===== src/rtl/inst_prefetch_queue_pkg.sv =====
// Shared constants and types for the instruction prefetch queue.
// Holds the reset vector, the default queue sizing and the buffer entry layout.
package inst_prefetch_queue_pkg;

  localparam logic [31:0] VEC_RESET        = 32'hBFC0_0000;
  localparam int unsigned PREFETCH_DEPTH   = 4;
  localparam int unsigned PREFETCH_MAX_OUT = 4;
  localparam logic [31:0] FETCH_STRIDE     = 32'd4;

  typedef struct packed {
    logic [31:0] pc;
    logic [31:0] inst;
  } fetch_entry_t;

  function automatic logic [31:0] next_fetch_pc(input logic [31:0] pc);
    return pc + FETCH_STRIDE;
  endfunction

endpackage


===== src/rtl/inst_prefetch_queue_checker.sv =====
// Protocol and bookkeeping assertions for the instruction prefetch queue.
module inst_prefetch_queue_checker #(
  parameter int unsigned CNT_W   = 3,
  parameter int unsigned TAG_W   = 3,
  parameter int unsigned MAX_OUT = 4
) (
  input logic             clk,
  input logic             reset,
  input logic             inst_data_ok,
  input logic             accept,
  input logic             tag_pop,
  input logic             buf_push,
  input logic             buf_pop,
  input logic             tag_empty,
  input logic             tag_full,
  input logic             buf_full,
  input logic [TAG_W-1:0] tag_count,
  input logic [CNT_W-1:0] live_cnt,
  input logic [CNT_W-1:0] drop_cnt
);

  a_no_orphan_resp: assert property (@(posedge clk) disable iff (reset)
    inst_data_ok |-> (live_cnt != {CNT_W{1'b0}} || drop_cnt != {CNT_W{1'b0}}));

  a_tag_tracks_live: assert property (@(posedge clk) disable iff (reset)
    32'(tag_count) == 32'(live_cnt));

  a_tag_no_overflow: assert property (@(posedge clk) disable iff (reset)
    accept |-> !tag_full);

  a_tag_no_underflow: assert property (@(posedge clk) disable iff (reset)
    tag_pop |-> !tag_empty);

  a_buf_no_overflow: assert property (@(posedge clk) disable iff (reset)
    buf_push |-> (!buf_full || buf_pop));

  a_drop_bounded: assert property (@(posedge clk) disable iff (reset)
    32'(drop_cnt) <= MAX_OUT);

endmodule


===== src/rtl/inst_prefetch_queue_sync_fifo.sv =====
// Synchronous FIFO with registered storage and a combinational head.
// clear empties the queue in one cycle and takes priority over push/pop.
module sync_fifo #(
  parameter int unsigned WIDTH = 32,
  parameter int unsigned DEPTH = 4,
  localparam int unsigned AW = (DEPTH > 1) ? $clog2(DEPTH) : 1,
  localparam int unsigned CW = $clog2(DEPTH) + 1
) (
  input  logic             clk,
  input  logic             reset,
  input  logic             push,
  input  logic [WIDTH-1:0] push_data,
  input  logic             pop,
  input  logic             clear,
  output logic [WIDTH-1:0] head,
  output logic             full,
  output logic             empty,
  output logic [CW-1:0]    count
);

  logic [WIDTH-1:0] mem [DEPTH];
  logic [AW-1:0]    rd_ptr;
  logic [AW-1:0]    wr_ptr;
  logic [CW-1:0]    cnt;
  logic             do_push;
  logic             do_pop;

  function automatic logic [AW-1:0] ptr_inc(input logic [AW-1:0] p);
    if (p == AW'(DEPTH - 1)) begin
      return {AW{1'b0}};
    end else begin
      return p + AW'(1);
    end
  endfunction

  // Qualify requests: a push into a full queue is only legal alongside a pop.
  always_comb begin
    do_pop  = pop && !empty;
    do_push = push && (!full || do_pop);
  end

  assign full  = (cnt == CW'(DEPTH));
  assign empty = (cnt == {CW{1'b0}});
  assign count = cnt;
  assign head  = mem[rd_ptr];

  // Pointer and occupancy update.
  always_ff @(posedge clk) begin
    if (reset || clear) begin
      rd_ptr <= {AW{1'b0}};
      wr_ptr <= {AW{1'b0}};
      cnt    <= {CW{1'b0}};
    end else begin
      if (do_push) wr_ptr <= ptr_inc(wr_ptr);
      if (do_pop)  rd_ptr <= ptr_inc(rd_ptr);
      cnt <= cnt + CW'(do_push) - CW'(do_pop);
    end
  end

  // Storage write; contents need no reset because occupancy guards reads.
  always_ff @(posedge clk) begin
    if (do_push) mem[wr_ptr] <= push_data;
  end

endmodule


===== src/rtl/inst_prefetch_queue.sv =====
// Instruction prefetch queue: keeps several fetches in flight on the inst bus and
// buffers returned instructions with their PCs; redirects drop stale responses by count.
module inst_prefetch_queue
  import inst_prefetch_queue_pkg::*;
#(
  parameter int unsigned DEPTH    = PREFETCH_DEPTH,
  parameter int unsigned MAX_OUT  = PREFETCH_MAX_OUT,
  parameter logic [31:0] RESET_PC = VEC_RESET,
  parameter int unsigned CNT_W    = $clog2(DEPTH) + 1
) (
  input  logic             clk,
  input  logic             reset,
  input  logic             redirect,
  input  logic [31:0]      redirect_pc,
  input  logic             hold,
  output logic             inst_req,
  output logic [31:0]      inst_addr,
  input  logic             inst_addr_ok,
  input  logic [31:0]      inst_rdata,
  input  logic             inst_data_ok,
  output logic             out_valid,
  output logic [31:0]      out_pc,
  output logic [31:0]      out_inst,
  input  logic             out_ready,
  output logic [CNT_W-1:0] inflight
);

  localparam int unsigned TAG_W = $clog2(MAX_OUT) + 1;

  logic [31:0]      fetch_pc;
  logic [CNT_W-1:0] live_cnt;
  logic [CNT_W-1:0] drop_cnt;
  logic [CNT_W-1:0] live_next;
  logic [CNT_W-1:0] drop_next;
  logic [CNT_W:0]   occ_sum;
  logic [CNT_W:0]   out_sum;
  logic             accept;
  logic             resp_live;
  logic             resp_drop;
  logic             buf_push;
  logic             buf_pop;
  logic [31:0]      tag_head;
  logic             tag_empty;
  logic             tag_full;
  logic [TAG_W-1:0] tag_count;
  fetch_entry_t     buf_head;
  fetch_entry_t     buf_in;
  logic             buf_empty;
  logic             buf_full;
  logic [CNT_W-1:0] buf_count;

  // Credit check: a buffer slot is reserved at address accept, so the buffer cannot overflow.
  always_comb begin
    occ_sum = {1'b0, buf_count} + {1'b0, live_cnt};
    out_sum = {1'b0, live_cnt} + {1'b0, drop_cnt};
    if (!reset && !redirect && !hold
        && (occ_sum < (CNT_W + 1)'(DEPTH)) && (out_sum < (CNT_W + 1)'(MAX_OUT))) begin
      inst_req = 1'b1;
    end else begin
      inst_req = 1'b0;
    end
  end

  assign inst_addr = fetch_pc;
  assign accept    = inst_req && inst_addr_ok;
  assign resp_drop = inst_data_ok && (drop_cnt != {CNT_W{1'b0}});
  assign resp_live = inst_data_ok && (drop_cnt == {CNT_W{1'b0}}) && (live_cnt != {CNT_W{1'b0}});
  assign buf_push  = resp_live && !redirect;
  assign buf_pop   = out_valid && out_ready && !redirect;
  assign buf_in    = '{pc: tag_head, inst: inst_rdata};
  assign inflight  = live_cnt + drop_cnt;

  // Outstanding-count bookkeeping; on redirect every live request becomes a drop.
  always_comb begin
    if (redirect) begin
      live_next = {CNT_W{1'b0}};
      drop_next = drop_cnt + live_cnt
                - CNT_W'(inst_data_ok && (out_sum != {(CNT_W + 1){1'b0}}));
    end else begin
      live_next = live_cnt + CNT_W'(accept) - CNT_W'(resp_live);
      drop_next = drop_cnt - CNT_W'(resp_drop);
    end
  end

  // Fetch PC and counter state.
  always_ff @(posedge clk) begin
    if (reset) begin
      fetch_pc <= RESET_PC;
      live_cnt <= {CNT_W{1'b0}};
      drop_cnt <= {CNT_W{1'b0}};
    end else begin
      if (redirect) begin
        fetch_pc <= redirect_pc;
      end else if (accept) begin
        fetch_pc <= next_fetch_pc(fetch_pc);
      end
      live_cnt <= live_next;
      drop_cnt <= drop_next;
    end
  end

  // Head presentation; PC and instruction read as zero while the buffer is empty.
  always_comb begin
    out_valid = !buf_empty;
    if (!buf_empty) begin
      out_pc   = buf_head.pc;
      out_inst = buf_head.inst;
    end else begin
      out_pc   = 32'h0000_0000;
      out_inst = 32'h0000_0000;
    end
  end

  sync_fifo #(.WIDTH(32), .DEPTH(MAX_OUT)) u_tag_fifo (
    .clk       (clk),
    .reset     (reset),
    .push      (accept),
    .push_data (fetch_pc),
    .pop       (resp_live),
    .clear     (redirect),
    .head      (tag_head),
    .full      (tag_full),
    .empty     (tag_empty),
    .count     (tag_count)
  );

  sync_fifo #(.WIDTH(64), .DEPTH(DEPTH)) u_inst_buf (
    .clk       (clk),
    .reset     (reset),
    .push      (buf_push),
    .push_data (buf_in),
    .pop       (buf_pop),
    .clear     (redirect),
    .head      (buf_head),
    .full      (buf_full),
    .empty     (buf_empty),
    .count     (buf_count)
  );

  inst_prefetch_queue_checker #(.CNT_W(CNT_W), .TAG_W(TAG_W), .MAX_OUT(MAX_OUT)) u_checker (
    .clk          (clk),
    .reset        (reset),
    .inst_data_ok (inst_data_ok),
    .accept       (accept),
    .tag_pop      (resp_live),
    .buf_push     (buf_push),
    .buf_pop      (buf_pop),
    .tag_empty    (tag_empty),
    .tag_full     (tag_full),
    .buf_full     (buf_full),
    .tag_count    (tag_count),
    .live_cnt     (live_cnt),
    .drop_cnt     (drop_cnt)
  );

endmodule


===== config.mk =====
export PLATFORM = sky130hd
export DESIGN_NAME = inst_prefetch_queue
export DESIGN_NICKNAME = d
export VERILOG_FILES = /design/src/rtl/inst_prefetch_queue_pkg.sv /design/src/rtl/inst_prefetch_queue_checker.sv /design/src/rtl/inst_prefetch_queue_sync_fifo.sv /design/src/rtl/inst_prefetch_queue.sv
export SDC_FILE = /design/constraint.sdc
export NUM_CORES = 1
export LEC_CHECK = 0
export ABC_AREA = 1
export CAP_MARGIN = 20
export CORE_ASPECT_RATIO = 1.4
export CORE_MARGIN = 4
export CORE_UTILIZATION = 55
export CTS_BUF_LIST = sky130_fd_sc_hd__clkbuf_4 sky130_fd_sc_hd__clkbuf_8
export CTS_CLUSTER_SIZE = 30
export DETAILED_ROUTE_END_ITERATION = 10
export PLACE_DENSITY = 0.77
export SYNTH_ARGS = -nofsm -noshare
export SYNTH_HDL_FRONTEND = slang
export SYNTH_SLANG_ARGS = --single-unit

===== constraint.sdc =====
create_clock -name clk -period 9.4 [get_ports clk]
set_clock_uncertainty 0.05 [all_clocks]
set_input_delay 1.88 -clock clk [delete_from_list [all_inputs] [get_ports clk]]
set_output_delay 1.88 -clock clk [all_outputs]
set_load 0.02 [all_outputs]

==> results of run 1 <==
==> layout make-up <==
cell class              count  area, um^2  area share, %
clock inverters            30       289.0          1.325
clock buffers              82        1010          4.627
inverters                  90       337.8          1.548
multi-input cells        1056        5075          23.26
repair buffers            191        1902          8.716
well taps                 440       550.5          2.523
flip-flops and latches    440       12660          58.00
==> worst min-delay path by stage <==
stage	slack (ps)	to	depth (start not counted)
4_1_cts	450	u_tag_fifo.count[2]	2
5_1_grt	470	u_tag_fifo.count[2]	2
3_5_place_dp	430	u_tag_fifo.count[2]	2
3_3_place_gp	420	u_tag_fifo.count[2]	2
6_report	440	u_tag_fifo.count[2]	2
2_1_floorplan	410	u_tag_fifo.count[2]	2
==> report_power, final <==
group          internal, mW  switching (mW)  leakage (nW)
logic                0.0739          0.0857          3.12
registers              2.13          0.0299          3.95
clock network         0.861           0.678         0.673
==> per-layer routing <==
metal  vias up  share of wire (%)  global-route usage [%]
li1       6114                  -                       -
met1      6184                 40                   26.10
met5         -                  0                       0
met3        83                6.2                   3.795
met4         0                2.9                   8.982
met2       483                 51                   39.39
==> stage by stage <==
| step | cell area, um^2 | power, mW | hold slack [ps] | setup slack [ps] | cells |
|---|---|---|---|---|---|
| 2_1_floorplan | 18380 | 2.277 | 409.7 | 3813 | 1669 |
| 3_3_place_gp | 20470 | 2.356 | 420.4 | 3453 | 2215 |
| 3_5_place_dp | 20470 | 2.361 | 434.3 | 3424 | 2215 |
| 4_1_cts | 21770 | 3.885 | 445.6 | 3414 | 2327 |
| 5_1_grt | 21820 | 3.983 | 470.1 | 3276 | 2329 |
| 6_report | 21820 | 3.861 | 442.3 | 3432 | 2329 |
==> worst max-delay path: stages <==
cell and delay [ps]:
clkdlybuf4s50_1 390, buf_4 250, nor2_2 440, nand3_2 150
nor2_4 170, nand2_4 90, inv_1 70, clkdlybuf4s50_1 600
==> cells in the mapped netlist, types with 4 or more instances <==
| cell type | n |
|---|---|
| edfxtp_1 | 384 |
| buf_1 | 17 |
| ha_1 | 26 |
| nor3_1 | 7 |
| nand3_1 | 47 |
| inv_1 | 87 |
| fa_1 | 4 |
| nand2_1 | 182 |
| nor2_1 | 402 |
| nand3b_1 | 4 |
| nand4_1 | 7 |
| a21oi_1 | 94 |
| dfxtp_1 | 56 |
| o21ai_0 | 206 |
| clkbuf_1 | 44 |
| xor2_1 | 9 |
| nor2_2 | 7 |
| xnor2_1 | 4 |
| buf_2 | 17 |
| o22ai_1 | 32 |
==> layout by cell type (no fill, tap or decap), drive strengths merged, types with 7 or more instances in the layout <==
cell type      netlist  final
clkdlybuf4s50        0    171
nor2               413    413
a21oi               94     94
clkbuf              44     82
xor2                 9      9
inv                 89     89
o21ai              209    209
buf                 39     20
dfxtp               56     56
nor3                 7      7
nand3               50     50
nand2              186    186
clkinv               1     22
edfxtp             384    384
nand4                7      7
o22ai               32     32
ha                  26     26
==> sequential cells by signal, summed over array words and instances, names as in the netlist, 3 cells and up, named ones only <==
register / flops
u_tag_fifo.mem: 128
u_tag_fifo.count: 3
inst_addr: 32
live_cnt: 3
drop_cnt: 3
u_inst_buf.count: 3
u_inst_buf.mem: 256
==> cells by family (layout without fill, tap and decap cells) <==
group                    after synthesis  after routing  share of synthesized area [%]
XOR/XNOR                              13             13                         0.6194
flip-flops                           440            440                          68.83
adder cells (fa/ha/maj)               30             30                          2.205
AO/OA/AOI/OAI                        345            345                          9.781
buffers and inverters                173            393                          3.812
AND/OR/NAND/NOR                      668            668                          14.76
==> impl_metrics.tcl, run 1 <==
set metrics [dict create \
    drc 0 \
    critPathLaunchType "input pin" \
    cts_tree "yes" \
    worstSkewPairLatency_ps 610 \
    cts_resized 0 \
    hold_violations 0 \
    critPathMaxFanout 41 \
    nNetsFinal 1940 \
    hold_class "reg2reg" \
    initial_core_util_pct 56.23 \
    grt_usage_pct 21.93 \
    wl_per_cell_um 17.64 \
    numPortBuffers 171 \
    syn_inst 1669 \
    yosysWarnings 0 \
    p_leak_nw 7.743 \
    n_fill_cell 2395 \
    holdBufCountCts 0 \
    worst-r2r-cell-count 11 \
    rsz0062_at_grt "false" \
    worst_pin_slew_ps 1017 \
    ys_async_sr_fraction_pct 0 \
    root_buffer "clkbuf_8" \
    rr_endpoint "u_tag_fifo.mem[0][6]" \
    post-route-period-util_pct 63.49 \
    reg2reg_setup_slack_ps 5970 \
    rr_startpoint "live_cnt[0]" \
    syn_area_um2 18380 \
    fmax_ghz 0.1675 \
    io_pins 172 \
    critPathCaptureType "primary output" \
    synth_cell_types 38 \
    vias 12860 \
    critPathRequiredTime_ps 7470 \
    area_growth_pct 18.70 \
    drt-total-wl_um 41070 \
    layout-drive-gt1-share_pct 7.835 \
    min-delay-start "u_tag_fifo.count[2]" \
    dp_hpwl_um 24330 \
    status "finished, final reports clean" \
    die_h_um 224.3 \
    ys_seq_area_share_pct 68.83 \
    cp_data_arrival_time_ps 4040 \
    grt_max_degree 129 \
    path_clk_slew_ps 60 \
    die_area_um2 36450 \
    cts-buffers-inserted 60 \
    core_region_area_um2 32690 \
    final_core_util_pct 66.74 \
    postRouteAntennaNets 0 \
    first_iter_violations 836 \
    setup_viol 0 \
    max_slew_margin_pct 32.19 \
    yosysTopAreaCell "edfxtp_1" \
    gp_routability_congestion 0.8577 \
    report.final.slew_viol_count 0 \
    powerDensity_nw_per_um2 177.0 \
    worstSetupEndpoint "inst_req" \
    drt-pass1-iter-count 5 \
    synth_top_area_share_pct 62.73 \
    worst-setup-path-type "in2out" \
    h-tree-depth 2 \
    irDropWorstVdd_uv 122.7 \
    cts_sinks 440 \
    antenna_cells 0 \
    synth_edf_count 384 \
    grt_pass1_wl_um 64110 \
    min_period_ps 5968 \
    clockBufferDepth 3 \
    via_per_inst 5.523 \
    yosys_register_bits 440 \
    cap_violations 0 \
    dieWidth_um 162.5 \
    tns_ps 0 \
    synth_flop_cell "edfxtp_1" \
    synth_nets 1770 \
    cts_setup_buffers 0 \
    grt_pass1_vias 13070 \
    synth_area_leaders "edfxtp_1 (63%), nor2_1 (8.2%), dfxtp_1 (6.1%), o21ai_0 (5.6%), nand2_1 (3.7%)" \
    critPathLaunch "redirect" \
    avgSynthCellArea_um2 11.01 \
    antenna_found_initial 0 \
    rows 78 \
    grt-ovfl-total 0 \
]
Power figures use the tool's default switching activity.
==> run 2: changes to the inputs <==
CORE_UTILIZATION = 54   (was 55)
PLACE_DENSITY = 0.79   (was 0.77)
clock period = 5.11 ns   (was 9.4 ns; I/O delays follow)
==> impl_metrics.tcl, run 2 (same netlist as run 1, synthesis figures left out) <==
set metrics [dict create \
    antenna_found_initial 0 \
    powerDensity_nw_per_um2 329.4 \
    wl_per_cell_um 17.73 \
    rr_startpoint "live_cnt[0]" \
    setup_viol 0 \
    max_slew_margin_pct 35.30 \
    netSwitchingFraction_pct 21.03 \
    fin_area_um2 21920 \
    gp_routability_congestion 0.8962 \
    postLayoutSetupSlackWorst_ps 698.1 \
    worst_pin_slew_ps 969.5 \
    critPathCaptureType "primary output" \
    crit_family "buffers and inverters" \
    root_buffer "clkbuf_8" \
    post-route-period-util_pct 86.34 \
    power.share.sequential_pct 55.1 \
    cts_resized 0 \
    path_common_cell "nor2_1" \
    grt_pass1_vias 13260 \
    rr_endpoint "live_cnt[2]" \
    hold_class "reg2reg" \
    min-delay-start "u_tag_fifo.count[2]" \
    core_region_area_um2 33410 \
    p_total_mw 7.219 \
    critPathLaunchType "flop" \
    io_pins 172 \
    final_common_cell "nor2_1" \
    p_leak_nw 7.788 \
    dieWidth_um 163.9 \
    dp_hpwl_um 24950 \
    die_h_um 226.3 \
    cts_sinks 440 \
    drt-pass1-iter-count 5 \
    nNetsFinal 1947 \
    grt-ovfl-total 0 \
    irDropWorstVdd_uv 334.6 \
    placed_cell_area_um2 20540 \
    top_register "u_inst_buf.mem" \
    dp.cells 2222 \
    worst-setup-path-type "reg2out" \
    rows 79 \
    drc 0 \
    die_area_um2 37100 \
    status "finished, final reports clean" \
    grt_pass1_wl_um 64980 \
    clkPwrFrac_pct 40.8 \
    critPathMaxFanout 66 \
    min_path_cells 2 \
    path_clk_slew_ps 60 \
    fmax_ghz 0.2267 \
    critPathRequiredTime_ps 4040 \
    hold_violations 0 \
    h-tree-depth 3 \
    clockBufferDepth 3 \
    rsz0062_at_grt "false" \
    postRouteAntennaNets 0 \
    vias 12910 \
    mostFrequentLayoutCells "nor2_1 (394), edfxtp_1 (384), o21ai_0 (206), nand2_1 (182), clkdlybuf4s50_1 (171)" \
    slowest_stage "dfxtp_4" \
    layout-drive-gt1-share_pct 8.386 \
    numPortBuffers 171 \
    largest_reg_flops 256 \
    first_iter_violations 790 \
    path_buf_inv 2 \
    cts_tree "yes" \
    via_per_inst 5.511 \
    holdBufCountCts 0 \
    hold_path_end "u_tag_fifo.count[2]" \
    cp_data_arrival_time_ps 3340 \
    reg2reg_setup_slack_ps 1900 \
    p_int_mw 5.701 \
    report.final.slew_viol_count 0 \
    drt-total-wl_um 41520 \
    pwr-share-comb_pct 4.1 \
    critical_path.cell_chain "buf_4, nor2_1, nor2_1, o21ai_0, a21oi_1, clkdlybuf4s50_1" \
    grt_max_degree 89 \
    fin_cells 2342 \
    cpPeakStageDelay_ps 780 \
    cts-buffers-inserted 67 \
    worst-r2r-cell-count 14 \
    cap_violations 0 \
    worstSkewPairLatency_ps 610 \
    cts_setup_buffers 0 \
    n_fill_cell 2509 \
    switchingPower_mw 1.518 \
    pre_cts_ws_ps 993.4 \
    tns_ps 0 \
    initial_core_util_pct 55.02 \
    area_growth_pct 19.22 \
    min_period_ps 4412 \
    grt_usage_pct 22.30 \
]
run 2: layout make-up:
class | count | area [um^2] | share of cell area [%]
Antenna cell | 1 | 2.502 | 0.01142
Tap cell | 445 | 556.8 | 2.541
Sequential cell | 440 | 12660 | 57.75
Timing Repair Buffer | 191 | 1912 | 8.723
Clock buffer | 89 | 1119 | 5.104
Inverter | 90 | 337.8 | 1.541
Multi-Input combinational cell | 1056 | 5075 | 23.16
Clock inverter | 30 | 256.5 | 1.170
run 2: worst max path at each step:
stage / startpoint / endpoint / slack (ps) / cells past startpoint
global placement: reset / inst_req / 1060 / 7
global route: flop / out_inst[17] / 420 / 6
CTS: flop / out_pc[4] / 600 / 6
floorplan: inst_data_ok / u_inst_buf.mem[0][0] / 380 / 4
finish: flop / out_pc[4] / 700 / 6
detailed placement: reset / inst_req / 990 / 7
run 2: worst reg2reg max path: stages, from the launching register on:
cell	delay, ps
dfxtp_1	400
ha_1	200
inv_1	60
fa_1	400
nand2_1	100
nand3_1	130
nor2_4	220
nand3_4	220
ha_1	350
inv_1	40
ha_1	170
fa_1	380
xor2_1	170
o21ai_0	90
a21oi_1	160
run 2: per-stage QoR:
step                      util (%)  hold WS [ps]
final                        65.60         454.5
after global routing         65.59         487.2
after CTS                    65.59         454.2
after detailed placement     61.47         448.5
after global placement       61.47         425.0
after floorplan                  -         409.7
run 2: layer usage:
metal	GRT usage, %	part of all wire [%]
met1	25.05	38
met2	40.34	52
met3	4.546	6.1
met4	10.69	3.7
met5	0	0
run 2: power groups by stage:
| stage | Sequential (mW) | Combinational, mW | Clock (mW) |
|---|---|---|---|
| 6_report | 3.98 | 0.296 | 2.95 |
| 5_1_grt | 3.98 | 0.327 | 3.17 |
| 4_1_cts | 3.98 | 0.298 | 3.02 |
| 3_5_place_dp | 4.05 | 0.295 | 0 |
| 3_3_place_gp | 4.05 | 0.286 | 0 |
| 2_1_floorplan | 4.05 | 0.135 | 0 |
==> run 3: changes to the inputs <==
CTS_CLUSTER_DIAMETER = 80   (was unset)
==> impl_metrics.tcl, run 3 (same netlist as run 1, synthesis figures left out) <==
set metrics [dict create \
    critPathRequiredTime_ps 4040 \
    worst_pin_slew_ps 981.3 \
    p_leak_nw 7.272 \
    status "finished, final reports clean" \
    initial_core_util_pct 55.02 \
    slowest_stage "dfxtp_4" \
    rr_endpoint "live_cnt[2]" \
    holdBufCountCts 0 \
    min_path_cells 2 \
    worstSkewPairLatency_ps 600 \
    critPathLaunchType "flop" \
    fmax_ghz 0.2261 \
    drt-pass1-iter-count 5 \
    vias 12610 \
    setup_viol 0 \
    wl_per_cell_um 17.88 \
    tns_ps 0 \
    dieWidth_um 163.9 \
    cts_sinks 440 \
    area_growth_pct 13.93 \
    cap_violations 0 \
    dp_hpwl_um 24950 \
    cts_resized 0 \
    layout-drive-gt1-share_pct 4.694 \
    path_common_cell "nor2_1" \
    fin_cells 2258 \
    cts_setup_buffers 0 \
    grt_pass1_vias 12650 \
    min-delay-start "u_tag_fifo.count[2]" \
    die_area_um2 37100 \
    cts-buffers-inserted 19 \
    core_region_area_um2 33410 \
    clockBufferDepth 3 \
    path_clk_slew_ps 170 \
    postRouteAntennaNets 0 \
    hold_class "reg2reg" \
    rr_startpoint "live_cnt[0]" \
    h-tree-depth 1 \
    grt-ovfl-total 0 \
    critical_path.cell_chain "buf_4, nor2_1, nor2_1, o21ai_0, a21oi_1, clkdlybuf4s50_1" \
    grt_pass1_wl_um 62890 \
    numPortBuffers 171 \
    hold_path_end "u_tag_fifo.count[2]" \
    grt_max_degree 89 \
    rsz0062_at_grt "false" \
    critPathMaxFanout 66 \
    dp.cells 2222 \
    io_pins 172 \
    postLayoutSetupSlackWorst_ps 687.7 \
    mostFrequentLayoutCells "nor2_1 (394), edfxtp_1 (384), o21ai_0 (206), nand2_1 (182), clkdlybuf4s50_1 (171)" \
    via_per_inst 5.584 \
    worst-r2r-cell-count 14 \
    hold_violations 0 \
    irDropWorstVdd_uv 231.2 \
    min_period_ps 4422 \
    rows 79 \
    powerDensity_nw_per_um2 272.9 \
    nNetsFinal 1899 \
    worst-setup-path-type "reg2out" \
    antenna_found_initial 1 \
    grt_usage_pct 21.25 \
    drc 0 \
    max_slew_margin_pct 34.51 \
    root_buffer "clkbuf_8" \
    gp_routability_congestion 0.8962 \
    largest_reg_flops 256 \
    die_h_um 226.3 \
    cpPeakStageDelay_ps 820 \
    post-route-period-util_pct 86.54 \
    critPathCaptureType "primary output" \
    final_common_cell "nor2_1" \
    report.final.slew_viol_count 0 \
    first_iter_violations 902 \
    cp_data_arrival_time_ps 3350 \
    top_register "u_inst_buf.mem" \
    pre_cts_ws_ps 993.4 \
    reg2reg_setup_slack_ps 1840 \
    cts_tree "yes" \
    drt-total-wl_um 40370 \
]
## run 3: cell types whose count changed in the layout (fill, tap and decap cells not counted), sizes merged
| cell | previous run | this run |
|---|---|---|
| clkbuf | 89 | 30 |
| clkinv | 21 | 3 |
| bufinv | 4 | 0 |
| inv | 93 | 90 |
| clkinvlp | 2 | 1 |
| diode | 1 | 2 |
## run 3: layout make-up
cell class              count  area, um^2
diodes                      2       5.005
multi-input cells        1056        5075
clock inverters             4       55.05
flip-flops and latches    440       12660
repair buffers            191        1912
inverters                  90       337.8
fillers                  2617       12470
well taps                 445       556.8
clock buffers              30       344.1
## run 3: metrics by stage
step | hold WS [ps] | instance area, um^2 | power [mW] | utilization, %
floorplan | 409.7 | 18380 | 4.188 | -
detailed placement | 448.5 | 20540 | 4.346 | 61.47
global placement | 425.0 | 20540 | 4.334 | 61.47
global route | 498.6 | 20940 | 5.912 | 62.68
CTS | 466.2 | 20940 | 5.757 | 62.67
finish | 465.5 | 20940 | 5.715 | 62.68
## run 3: how the worst max path moves through the flow
stage | to | slack [ps] | cells past startpoint | start
after floorplan | u_inst_buf.mem[0][0] | 380 | 4 | inst_data_ok
after global placement | inst_req | 1060 | 7 | reset
after detailed placement | inst_req | 990 | 7 | reset
after CTS | out_pc[4] | 580 | 6 | flop
after global routing | out_inst[17] | 370 | 6 | flop
final | out_pc[4] | 690 | 6 | flop
## run 3: critical path, delay by kind of cell, from the launching register on
family          cells  cell delay, ps
compound gates      2             340
buf+inv             2            1350
flops               1             820
simple gates        2             210
## run 3: metal layers
metal | track usage, % | routed length (um) | vias to the layer above
met5 | 0 | 0 | -
met4 | 8.067 | 1439 | 0
met3 | 2.691 | 2459 | 86
met2 | 39.34 | 21020 | 463
met1 | 25.14 | 15450 | 6066
li1 | - | - | 5994
## run 3: power by group
| group | internal [mW] | switching [mW] |
|---|---|---|
| clock network | 0.455 | 0.994 |
| registers | 3.92 | 0.0535 |
| logic | 0.137 | 0.158 |
| total | 4.51 | 1.21 |
